===== config.mk =====
export PLATFORM = sky130hd
export DESIGN_NAME = vending_machine_param
export DESIGN_NICKNAME = d
export VERILOG_FILES = /design/src/rtl/vending_pkg.sv /design/src/rtl/vend_timeout_timer.sv /design/src/rtl/vending_machine_param.sv
export SDC_FILE = /design/constraint.sdc
export NUM_CORES = 1
export LEC_CHECK = 0
export ABC_CLOCK_PERIOD_IN_PS = 14100
export CAP_MARGIN = 20
export CORE_AREA = 10 10 213 215
export CTS_CLUSTER_SIZE = 28
export DETAILED_ROUTE_END_ITERATION = 10
export DIE_AREA = 0 0 223 225
export PLACE_DENSITY = 0.81
export SYNTH_ARGS = -nofsm -noshare
export SYNTH_HDL_FRONTEND = slang
export SYNTH_SLANG_ARGS = --single-unit

===== constraint.sdc =====
create_clock -name clk -period 14.1 [get_ports clk]
set_input_delay 2.82 -clock clk [delete_from_list [all_inputs] [get_ports clk]]
set_output_delay 2.82 -clock clk [all_outputs]
set_load 0.05 [all_outputs]

===== src/rtl/vending_pkg.sv =====
// rtl/vending_pkg.sv - shared FSM states, default price table and selector sizing
package vending_pkg;

  typedef enum logic [2:0] {
    S_IDLE,
    S_ROW,
    S_CHECK,
    S_WAIT_PAY,
    S_VEND,
    S_REFUND
  } state_t;

  // Indexed by row*4 + col for the default 4x4 selector (A1=0, A3=2, B4=7, D1=12, D3=14)
  localparam int DEFAULT_PRICES [16] = '{
    100, 100, 150, 100,
    100, 100, 100, 175,
    100, 100, 100, 100,
    250, 100, 200, 100
  };
  localparam int FALLBACK_PRICE = 100;

  function automatic int sel_w(input int slots);
    return (slots > 1) ? $clog2(slots) : 1;
  endfunction

  function automatic int default_price(input int slot);
    return (slot < 16) ? DEFAULT_PRICES[slot] : FALLBACK_PRICE;
  endfunction

endpackage


===== src/rtl/vend_timeout_timer.sv =====
// rtl/vend_timeout_timer.sv - idle watchdog, pulses expired after TIMEOUT enabled cycles
module vend_timeout_timer #(
  parameter int TIMEOUT = 1000
) (
  input  logic clk,
  input  logic reset,
  input  logic clear,
  input  logic enable,
  output logic expired
);

  localparam int CW = $clog2(TIMEOUT + 1);

  logic [CW-1:0] count;

  assign expired = enable && !clear && (count == CW'(TIMEOUT - 1));

  always_ff @(posedge clk) begin
    if (reset || clear || !enable || expired) begin
      count <= '0;
    end else begin
      count <= count + CW'(1);
    end
  end

endmodule


===== src/rtl/vending_machine_param.sv =====
// rtl/vending_machine_param.sv - parameterised vending controller: credit, selection, stock, refunds
module vending_machine_param
  import vending_pkg::*;
#(
  parameter int ROWS       = 4,
  parameter int COLS       = 4,
  parameter int MONEY_W    = 16,
  parameter int STOCK_W    = 4,
  parameter int STOCK_INIT = 5,
  parameter int TIMEOUT    = 1000,
  localparam int SEL_W     = sel_w(ROWS * COLS)
) (
  input  logic               clk,
  input  logic               reset,
  input  logic               coin_valid,
  input  logic [MONEY_W-1:0] coin_value,
  input  logic [ROWS-1:0]    row_btn,
  input  logic [COLS-1:0]    col_btn,
  input  logic               cancel,
  input  logic               price_we,
  input  logic [SEL_W-1:0]   price_slot,
  input  logic [MONEY_W-1:0] price_val,
  input  logic               restock_valid,
  input  logic [SEL_W-1:0]   restock_slot,
  input  logic [STOCK_W-1:0] restock_count,
  output logic [MONEY_W-1:0] credit,
  output logic [MONEY_W-1:0] change,
  output logic               change_valid,
  output logic [MONEY_W-1:0] price,
  output logic [SEL_W-1:0]   selection,
  output logic               dispensing,
  output logic               sold_out,
  output logic               coin_reject,
  output logic               sel_error
);

  localparam int NSLOTS = ROWS * COLS;
  localparam logic [STOCK_W-1:0] STOCK_MAX = '1;

  state_t state, state_next;

  logic [MONEY_W-1:0] price_table [NSLOTS];
  logic [STOCK_W-1:0] stock       [NSLOTS];
  logic [STOCK_W-1:0] stock_next  [NSLOTS];
  logic [STOCK_W+1:0] stock_sum;

  logic [SEL_W-1:0]   row_base, row_dec, col_dec;
  logic               sel_valid;
  logic               row_ok, col_ok, row_bad, col_bad;
  logic [MONEY_W:0]   coin_sum;
  logic               coin_ovf, coin_ok;
  logic [MONEY_W-1:0] credit_sum;
  logic               expired, vend_go, refund_go, sold_go;

  assign row_ok  = $onehot(row_btn);
  assign col_ok  = $onehot(col_btn);
  assign row_bad = (row_btn != '0) && !row_ok;
  assign col_bad = (col_btn != '0) && !col_ok;

  always_comb begin
    row_dec = '0;
    col_dec = '0;
    for (int i = 0; i < ROWS; i++) begin
      if (row_btn[i]) row_dec = SEL_W'(i * COLS);
    end
    for (int i = 0; i < COLS; i++) begin
      if (col_btn[i]) col_dec = SEL_W'(i);
    end
  end

  // credit_sum is the credit including any coin accepted this cycle; cancel discards the coin
  assign coin_sum   = {1'b0, credit} + {1'b0, coin_value};
  assign coin_ovf   = coin_sum[MONEY_W];
  assign coin_ok    = coin_valid && !cancel && !coin_ovf;
  assign credit_sum = coin_ok ? coin_sum[MONEY_W-1:0] : credit;

  assign price = sel_valid ? price_table[selection] : '0;

  vend_timeout_timer #(.TIMEOUT(TIMEOUT)) u_timer (
    .clk     (clk),
    .reset   (reset),
    .clear   (coin_valid || (row_btn != '0) || (col_btn != '0) || cancel),
    .enable  ((credit != '0) || (state != S_IDLE)),
    .expired (expired)
  );

  always_comb begin
    state_next = state;
    sold_go    = 1'b0;
    if (cancel || expired) begin
      state_next = S_REFUND;
    end else begin
      case (state)
        S_IDLE:     if (row_ok) state_next = S_ROW;
        S_ROW: begin
          if (row_ok)      state_next = S_ROW;
          else if (col_ok) state_next = S_CHECK;
        end
        S_CHECK: begin
          if (stock[selection] == '0) begin
            state_next = S_IDLE;
            sold_go    = 1'b1;
          end else if (credit < price) begin
            state_next = S_WAIT_PAY;
          end else begin
            state_next = S_VEND;
          end
        end
        S_WAIT_PAY: begin
          if (credit >= price) state_next = S_VEND;
          else if (row_ok)     state_next = S_ROW;
        end
        default:    state_next = S_IDLE;
      endcase
    end
  end

  assign vend_go   = (state_next == S_VEND);
  assign refund_go = (state_next == S_REFUND);

  always_ff @(posedge clk) begin
    if (reset) begin
      state        <= S_IDLE;
      credit       <= '0;
      change       <= '0;
      change_valid <= 1'b0;
      dispensing   <= 1'b0;
      sold_out     <= 1'b0;
      coin_reject  <= 1'b0;
      sel_error    <= 1'b0;
      selection    <= '0;
      row_base     <= '0;
      sel_valid    <= 1'b0;
    end else begin
      state        <= state_next;
      change_valid <= vend_go || refund_go;
      dispensing   <= vend_go;
      sold_out     <= sold_go;
      coin_reject  <= coin_valid && !cancel && coin_ovf;
      sel_error    <= !cancel && (row_bad || col_bad);
      if (vend_go)        change <= credit_sum - price;
      else if (refund_go) change <= credit_sum;
      credit <= (vend_go || refund_go) ? '0 : credit_sum;
      if (row_ok && state_next == S_ROW) row_base <= row_dec;
      if (state == S_ROW && state_next == S_CHECK) begin
        selection <= row_base + col_dec;
        sel_valid <= 1'b1;
      end
    end
  end

  // Restock and vend may hit the same slot in one cycle; the result saturates at the counter max
  always_comb begin
    stock_sum = '0;
    for (int i = 0; i < NSLOTS; i++) begin
      stock_sum = {2'b00, stock[i]}
                + ((restock_valid && restock_slot == SEL_W'(i)) ? {2'b00, restock_count} : '0)
                - {{(STOCK_W+1){1'b0}}, (vend_go && selection == SEL_W'(i))};
      stock_next[i] = (stock_sum > {2'b00, STOCK_MAX}) ? STOCK_MAX : stock_sum[STOCK_W-1:0];
    end
  end

  always_ff @(posedge clk) begin
    for (int i = 0; i < NSLOTS; i++) begin
      if (reset) begin
        stock[i]       <= STOCK_W'(STOCK_INIT);
        price_table[i] <= MONEY_W'(default_price(i));
      end else begin
        stock[i] <= stock_next[i];
        if (price_we && price_slot == SEL_W'(i)) price_table[i] <= price_val;
      end
    end
  end

endmodule


Yosys cells after proc, flatten, opt, wreduce, memory -nomap -nowiden:

Memory sizes are Yosys's and may differ from the RTL's. A register that Yosys moved wholly into a read port is not among the register bits.
Index checks and enable logic that the tools add are counted.

* $add $sub $neg: 42
* $lt $le $gt $ge: 18
* equal/unequal tests: 55
* multiplexer cells: 138
* bitwise gates (word level): 33
* reductions and logical operators: 86

Operator list (count)
* 16-bit two-way mux: 20
* 4-bit two-way mux: 56
* 4-bit equality test (second input constant): 24
* 6-bit by 4-bit > comparator with 1-bit output (second input constant): 16
* 5-bit by 1-bit subtractor with 6-bit output: 16
* 4-bit by 4-bit adder with 5-bit output: 16
* 1-bit logical AND: 58
* 1-bit two-way mux: 53
* 4-bit by 3-bit equality test with 1-bit output (second input constant): 12
* 1-bit OR: 32
* 4-bit by 2-bit equality test with 1-bit output (second input constant): 6
* 3-bit two-way mux: 8
* 16-bit by 16-bit adder with 17-bit output: 1
* 16-bit >= comparator: 1
* 4-bit logical NOT: 4
* 16-bit < comparator: 1
* 16-bit nonzero test: 1
* 16-bit subtractor: 1
* 3-bit by 1-bit equality test with 1-bit output (second input constant): 4
* 4-bit by 1-bit equality test with 1-bit output (second input constant): 3
* 3-bit case mux with 4 select lines: 1
* 10-bit by 1-bit adder with 10-bit output (second input constant): 1
* 10-bit equality test (second input constant): 1
* 1-bit logical OR: 10
* 13 further kinds: 26

* bits in registers: 59
* bits in writable memories: 320
* output and inout bits: 57
* memories kept: 2

Memory list
* price_table: words 16, bits a word 16, read ports 1, clocked after Yosys merged registers in 1, write ports 16, RTL line vending_machine_param.sv:42 `logic [MONEY_W-1:0] price_table [NSLOTS];`
* stock: words 16, bits a word 4, read ports 17, clocked after Yosys merged registers in 1, write ports 16, RTL line vending_machine_param.sv:43 `logic [STOCK_W-1:0] stock [NSLOTS];`

Logic depth before layout (Yosys ltp):

Gate-level depths: netlist (run 1).

* depth after elaboration: 15
* gate-level depth with buffers: 30

Modules after synthesis:

A second synthesis (run 1) with hierarchy kept.

* cell total of the unflattened synthesis: 2116
* area, all modules: 22464.0 um^2

By module, submodules not included
* vending_machine_param: instances 1, cells an instance 2065, area an instance 21974.8 um^2
* vend_timeout_timer: instances 1, cells an instance 51, area an instance 489.2 um^2

Worst setup path after synthesis (run 1):

Ideal clock, no wire load.

* path kind: input -> register
* start: in coin_value[0]
* end: reg change[14]
* arrival time: 7.075 ns
* data required time: 14.038 ns
* path slack: 6.963 ns
* cell stages on the path: 21
* cell sequence: ha_1 > fa_1 > a211o_1 > a21oi_1 > a221oi_1 > a221o_1 > a21oi_4 > nor2_1 > a21oi_1 > ha_1 > inv_1 > fa_1 > a21o_1 > a21oi_1 > o21ai_0 > and3_1 > nor3_1 > nor2_1 > or4_1 > nand4_1 > a32o_1

* longest elaborated chain between the ends: 6
* elaborated cells between the ends (all ways): 7

Ends and longest elaborated chain
* from (decl): RTL line vending_machine_param.sv:16 `input logic [MONEY_W-1:0] coin_value,`
* 16-bit by 16-bit adder with 17-bit output (*): RTL line vending_machine_param.sv:72 `assign coin_sum = {1'b0, credit} + {1'b0, coin_value};`
* 1-bit logical NOT: RTL line vending_machine_param.sv:74 `assign coin_ok = coin_valid && !cancel && !coin_ovf;`
* 1-bit logical AND: RTL line vending_machine_param.sv:74
* 16-bit two-way mux (*): RTL line vending_machine_param.sv:75 `assign credit_sum = coin_ok ? coin_sum[MONEY_W-1:0] : credit;`
* 16-bit subtractor or 16-bit two-way mux (tied branches): RTL line vending_machine_param.sv:141, vending_machine_param.sv:142
* 16-bit two-way mux (*): RTL line vending_machine_param.sv:141 `if (vend_go) change <= credit_sum - price;`
* to (signal assigned): RTL line vending_machine_param.sv:141
* to (signal assigned): RTL line vending_machine_param.sv:142 `else if (refund_go) change <= credit_sum;`
* to (decl): RTL line vending_machine_param.sv:27 `output logic [MONEY_W-1:0] change,`

Every way passes the cells marked *; elsewhere a longest branch is shown, timed or not. The select of a mux whose other input is x is not followed.
A chain may end at the register's enable or synchronous reset.

==> impl_metrics.csv, run 1 <==
group,metric,value,unit
clock_network,cts_buffer_depth,3,
grt,top_usage_layer,"met2",
floorplanning,rows,75,
power,p_int,2.341,mW
setup_path,r2r_slack,6290,ps
run_status,outcome,"finished with violations",
setup_path,reg2reg_to,"stock[12][2]",
clock_network,insertion_delay,580,ps
finish,utilization,61.24,%
clock_network,cts_setup_buffers,0,
route,via_per_inst,5.855,
clock_network,path_clk_slew,60,ps
timing,layout_min_cycle_time,7811,ps
placed_design,dp_hpwl,39110,um
synthesis,synth-main-ff-cell,"edfxtp_1",
grt,grt_pass1_vias,16606,
timing,slew_violations,0,
timing,finalCritPeriodShare,55.40,%
route,totalWireLength,56800,um
grt,grt_max_degree,65,
finish,layout-drive-gt1-share,9.018,%
route,wl_per_cell,20.44,um
timing,fin_ws,6289,ps
timing,setup_viol_count_final,0,
grt,met3_usage,3.982,%
placed_design,place_congestion,0.9306,
synthesis,synth_cell_type_count,67,
setup_path,critical_path_class,"flip-flop to flip-flop",
clock_network,ctsResizeCount,0,
placed_design,numPortBuffers,114,
clock_network,ctsHoldBuffers,0,
synthesis,ys_warn_count,0,
power,seqPwrFrac,39.7,%
floorplanning,die_h,225,um
hold_path,hold_class,"flip-flop to flip-flop",
synthesis,syn_avg_cell_area,10.55,um^2
setup_path,cp.arrival,8260,ps
floorplanning,io_pins,115,
floorplanning,initial_core_util,53.99,%
grt,gr-usage-met2,37.73,%
finish,final_cells,2779,
power,combPwrFrac,29.3,%
clock_network,clock_sinks,381,
power,p_sw,1.111,mW
floorplanning,core_area,0.04138,mm^2
setup_path,crit_fanout,45,
clock_network,cts_made_buffers,41,
run,cap_violations,0,
finish,fin_area,0.02534,mm^2
power,clockPowerShare,31.1,%
timing,fin_tns_setup,0,ps
clock_network,cts_max_level,2,
route,vias,16270,
floorplanning,die_area,0.05018,mm^2
timing,rsz0062_at_grt,"false",
setup_path,crit_path_end,"stock[12][2]",
synthesis,synthArstFlopShare,0,%
placed_design,dp_cells,2705,
route,antenna_left,0,
grt,grt.total_usage,22.12,%
placed_design,place_worst_setup_slack,6023,ps
finish,num-nets-final,2470,
clock_network,cts_tree,"built",
synthesis,syn-num-nets,2378,
power,pwr_density_cell,136.2,mW/mm^2
timing,max_freq,128.0,MHz
route,drc,1,
grt,grt_pass1_wl,88980,um
grt,overflow,0,
floorplanning,die_w,223,um
finish,synthToLayoutAreaGrowth,13.42,%
power,p_sw_share,32.19,%
grt,antenna_found_initial,0,
synthesis,synthCells,2118,
run_status,violations,"DRC",
clock_network,clockRootBuffer,"clkbuf_16",
synthesis,synth-edff-count,256,
power,ir_drop,0.00009700,V
route,drtIter0Drc,1573,
grt,grt_use_met1,27.11,%
timing,hold_viol,0,
finish,final_common_cell,"edfxtp_1",
synthesis,ys_seq_area_share,45.60,%
finish,final_cell_mix,"edfxtp_1 (256), inv_1 (239), and2_1 (234), ha_1 (182), nand2_1 (143)",
synthesis,syn_area,0.02234,mm^2
setup_path,critPathRequiredTime,14550,ps
power,power.leakage,10.05,nW
setup_path,startpoint_type,"flip-flop",
timing,maxSlewHeadroom,25.87,%
route,first_pass_iters,8,
timing,worst_pin_slew,1108,ps
placed_design,post_dp_cell_area,0.02402,mm^2
synthesis,yosys_register_bits,381,
finish,n_antenna_cell,0,
timing,finalClockSkew,12.25,ps
setup_path,end_kind,"flip-flop",
setup_path,r2r.worst_path.cells,26,
## Yosys cell counts (34+ instances only)
| cell type | count | area, um^2 |
|---|---|---|
| a21oi_1 | 74 | 370.4 |
| nor2b_1 | 34 | 212.7 |
| and2_1 | 234 | 1464 |
| edfxtp_1 | 256 | 7687 |
| mux4_2 | 65 | 1464 |
| ha_1 | 182 | 2277 |
| o21ai_0 | 99 | 495.5 |
| or3_1 | 34 | 212.7 |
| nor2_1 | 135 | 506.7 |
| inv_1 | 239 | 897.1 |
| nor3_1 | 37 | 185.2 |
| nand2_1 | 143 | 536.8 |
| dfxtp_1 | 125 | 2502 |
| nand2b_1 | 70 | 437.9 |
| clkbuf_1 | 76 | 285.3 |
## worst min path at each step
stage	start	end	slack, ps	cells after the start
floorplan	u_timer.count[0]	u_timer.count[0]	430	1
global placement	u_timer.count[0]	u_timer.count[0]	440	1
detailed placement	u_timer.count[0]	u_timer.count[0]	460	1
CTS	u_timer.count[0]	u_timer.count[0]	470	1
global route	u_timer.count[0]	u_timer.count[0]	490	1
finish	u_timer.count[0]	u_timer.count[0]	470	1
## cell type report
type	count	area, um^2
flip-flops and latches	381	10200
repair buffers	139	1339
clock inverters	28	264.0
well taps	539	674.4
clock buffers	45	1051
fillers	3220	16040
inverters	239	897.1
multi-input cells	1408	10920
## layer usage
layer | vias up | share of wire, % | wire length, um
met1 | 7914 | 40 | 22650
li1 | 7536 | - | -
met3 | 127 | 8.0 | 4516
met5 | - | 0 | 0
met4 | 0 | 3.5 | 1986
met2 | 693 | 49 | 27640
## sequential cells by signal, indices dropped and copies added (netlist names), named ones only
| name | flops |
|---|---|
| coin_reject | 1 |
| state | 3 |
| change | 16 |
| sel_error | 1 |
| credit | 16 |
| sold_out | 1 |
| dispensing | 1 |
| row_base | 2 |
| stock | 64 |
| selection | 4 |
| price_table | 256 |
| sel_valid | 1 |
| u_timer.count | 10 |
| change_valid | 1 |
## metrics by stage
step                hold WS [ps]  power [mW]
global route               493.8       3.652
detailed placement         458.5       2.381
floorplan                  426.1       2.129
CTS                        473.0       3.451
finish                     473.5       3.452
global placement           438.8       2.308
## power by group through the flow
stage | Combinational, mW | Sequential (mW) | Clock, mW
5_1_grt | 1.15 | 1.38 | 1.12
3_3_place_gp | 0.925 | 1.38 | 0
6_report | 1.01 | 1.37 | 1.07
2_1_floorplan | 0.743 | 1.39 | 0
4_1_cts | 1.00 | 1.37 | 1.08
3_5_place_dp | 0.991 | 1.39 | 0
## cell families (layout without fill, tap and decap cells)
| kind of cell | Yosys count | in the layout | synth area share (%) |
|---|---|---|---|
| flip-flops | 381 | 381 | 45.60 |
| AND/OR/NAND/NOR | 768 | 768 | 18.46 |
| buffers and inverters | 329 | 451 | 5.678 |
| AO/OA/AOI/OAI | 286 | 286 | 7.974 |
| multiplexers | 108 | 108 | 8.579 |
| XOR/XNOR | 44 | 44 | 1.725 |
| adder cells (fa/ha/maj) | 202 | 202 | 11.98 |
## worst max-delay path, stage by stage (launching register included)
cell      delay (ps)
dfxtp_4          920
buf_4            710
mux4_2           590
mux2_2           280
o21ai_0          240
nand2b_1         310
ha_1             220
nand3_1          100
nor3_1           260
nand2b_1         140
o221ai_1         480
o21ai_0          300
a2111o_1         580
or3_1            500
nor2_1           140
ha_1             240
inv_1             60
ha_1             190
inv_1             60
fa_1             380
nor2b_1          150
o21ai_0          130
nor2_1           140
o21ai_0          110
nand2_1          140
and2_1           180
o21ai_0           90
Power figures use the tool's default switching activity.
==> run 2, diff against run 1 <==
Settings changed: ABC_CLOCK_PERIOD_IN_PS 14100 to 7850.
Clock period 14.1 ns to 7.85 ns, I/O delays scaled along.
==> impl_metrics.csv, run 2 (synthesis gave the netlist of run 1 again) <==
group,metric,value,unit
run_status,outcome,"finished clean",
clock_network,cts_made_buffers,41,
power,p_int,4.313,mW
finish,num-nets-final,2474,
finish,ff_latch_area,0.01020,mm^2
clock_network,cts_max_level,2,
finish,layout-drive-gt1-share,8.909,%
power,clockPowerShare,31.7,%
timing,worst_pin_slew,1087,ps
power,power.total,6.267,mW
placed_design,post_dp_cell_area,0.02407,mm^2
route,first_pass_iters,5,
setup_path,startpoint_type,"flip-flop",
finish,fillers,3159,
clock_network,ctsHoldBuffers,0,
power,power.leakage,10.10,nW
clock_network,ctsResizeCount,0,
timing,fin_ws,885.0,ps
clock_network,insertion_delay,550,ps
finish,fin_area,0.02545,mm^2
timing,hold_slack,458.2,ps
placed_design,dp_cells,2710,
timing,hold_viol,0,
floorplanning,io_pins,115,
timing,rsz0062_at_grt,"false",
finish,regMostFlops,"price_table",
finish,utilization,61.49,%
placed_design,dp_hpwl,39430,um
placed_design,place_worst_setup_slack,955.4,ps
timing,maxSlewHeadroom,27.26,%
finish,n_antenna_cell,0,
run,cap_violations,0,
power,pwr_density_cell,246.3,mW/mm^2
setup_path,crit_fanout,30,
timing,layout_min_cycle_time,6965,ps
setup_path,end_kind,"flip-flop",
clock_network,clockRootBuffer,"clkbuf_16",
clock_network,path_clk_slew,60,ps
grt,grt.total_usage,22.04,%
floorplanning,initial_core_util,53.99,%
setup_path,critPathRequiredTime,8270,ps
route,wl_per_cell,20.22,um
timing,setup_viol_count_final,0,
grt,overflow,0,
clock_network,cts_setup_buffers,0,
grt,grt_max_degree,65,
floorplanning,rows,75,
clock_network,clock_sinks,381,
floorplanning,core_area,0.04138,mm^2
route,antenna_left,0,
placed_design,place_congestion,0.9114,
power,combPwrFrac,29.0,%
setup_path,cp.arrival,7390,ps
finish,synthToLayoutAreaGrowth,13.88,%
grt,grt_pass1_wl,89120,um
power,ir_drop,0.0001634,V
power,p_sw,1.954,mW
finish,multi_input_area,0.01092,mm^2
finish,final_common_cell,"edfxtp_1",
finish,final_cells,2784,
floorplanning,die_area,0.05018,mm^2
timing,slew_violations,0,
route,drtIter0Drc,1236,
power,seqPwrFrac,39.3,%
route,via_per_inst,5.840,
finish,top_regs,"price_table x256, stock x64",
timing,finalCritPeriodShare,88.73,%
route,totalWireLength,56300,um
hold_path,hold_class,"flip-flop to flip-flop",
route,vias,16259,
clock_network,cts_tree,"built",
route,drc,0,
timing,finalClockSkew,17.90,ps
clock_network,cts_buffer_depth,3,
placed_design,numPortBuffers,114,
finish,final_cell_mix,"edfxtp_1 (256), inv_1 (239), and2_1 (234), ha_1 (182), nand2_1 (143)",
power,p_sw_share,31.19,%
grt,grt_pass1_vias,16669,
timing,max_freq,143.6,MHz
finish,largest_reg_flops,256,
timing,fin_tns_setup,0,ps
setup_path,critical_path_class,"flip-flop to flip-flop",
grt,antenna_found_initial,0,
floorplanning,die_h,225,um
floorplanning,die_w,223,um
==> run 2: cell types whose count changed in the layout (fill, tap and decap cells not counted), sizes merged <==
| cell | change |
|---|---|
| buf | +4 |
| bufinv | +2 |
| clkbuf | +8 |
| inv | -3 |
| clkinvlp | -3 |
| clkinv | -3 |
==> run 2: path summary, 6_finish.rpt <==
kind                         start               end  slack [ps]  cells after the start
setup reg to reg         flip-flop       stock[0][2]         890                     26
hold / removal    u_timer.count[0]  u_timer.count[0]         460                      1
hold reg to reg   u_timer.count[0]  u_timer.count[0]         460                      1
setup / recovery         flip-flop       stock[0][2]         890                     26
==> run 2: power by group through the flow <==
stage	clock (mW)	sequential [mW]	combinational, mW
3_5_place_dp	0	2.50	1.78
6_report	1.99	2.46	1.82
5_1_grt	2.09	2.48	2.06
4_1_cts	2.01	2.46	1.81
2_1_floorplan	0	2.49	1.33
3_3_place_gp	0	2.49	1.67
==> run 2: area by class of cell <==
cell class                      count  area share, %
Clock inverter                     21         0.9736
Multi-Input combinational cell   1408          42.92
Tap cell                          539          2.650
Clock buffer                       53          4.445
Inverter                          239          3.526
Sequential cell                   381          40.07
Timing Repair Buffer              143          5.419
==> run 2: critical path, stage by stage, from the launching register on <==
cell and delay (ps):
dfxtp_4 690, buf_4 320, buf_4 270, mux4_2 530, mux2_2 270, o21ai_0 150
nand2b_1 290, ha_1 210, a21oi_1 40, o21a_1 200, o221ai_1 510, o21ai_0 320
a2111o_1 570, or3_1 470, nor3_1 190, ha_1 260, inv_1 60, ha_1 160
inv_1 60, fa_1 380, nor2b_1 160, o21ai_0 150, nor2_1 120, o21ai_0 80
nand2_1 100, and2_1 150, o21ai_0 80
==> run 2: layer usage <==
metal / wire length [um] / global-route usage (%) / share of wire (%)
met5: 0 / 0 / 0
met4: 2163 / 9.198 / 3.8
met3: 4347 / 3.852 / 7.7
met2: 27470 / 37.73 / 49
met1: 22320 / 27.01 / 40
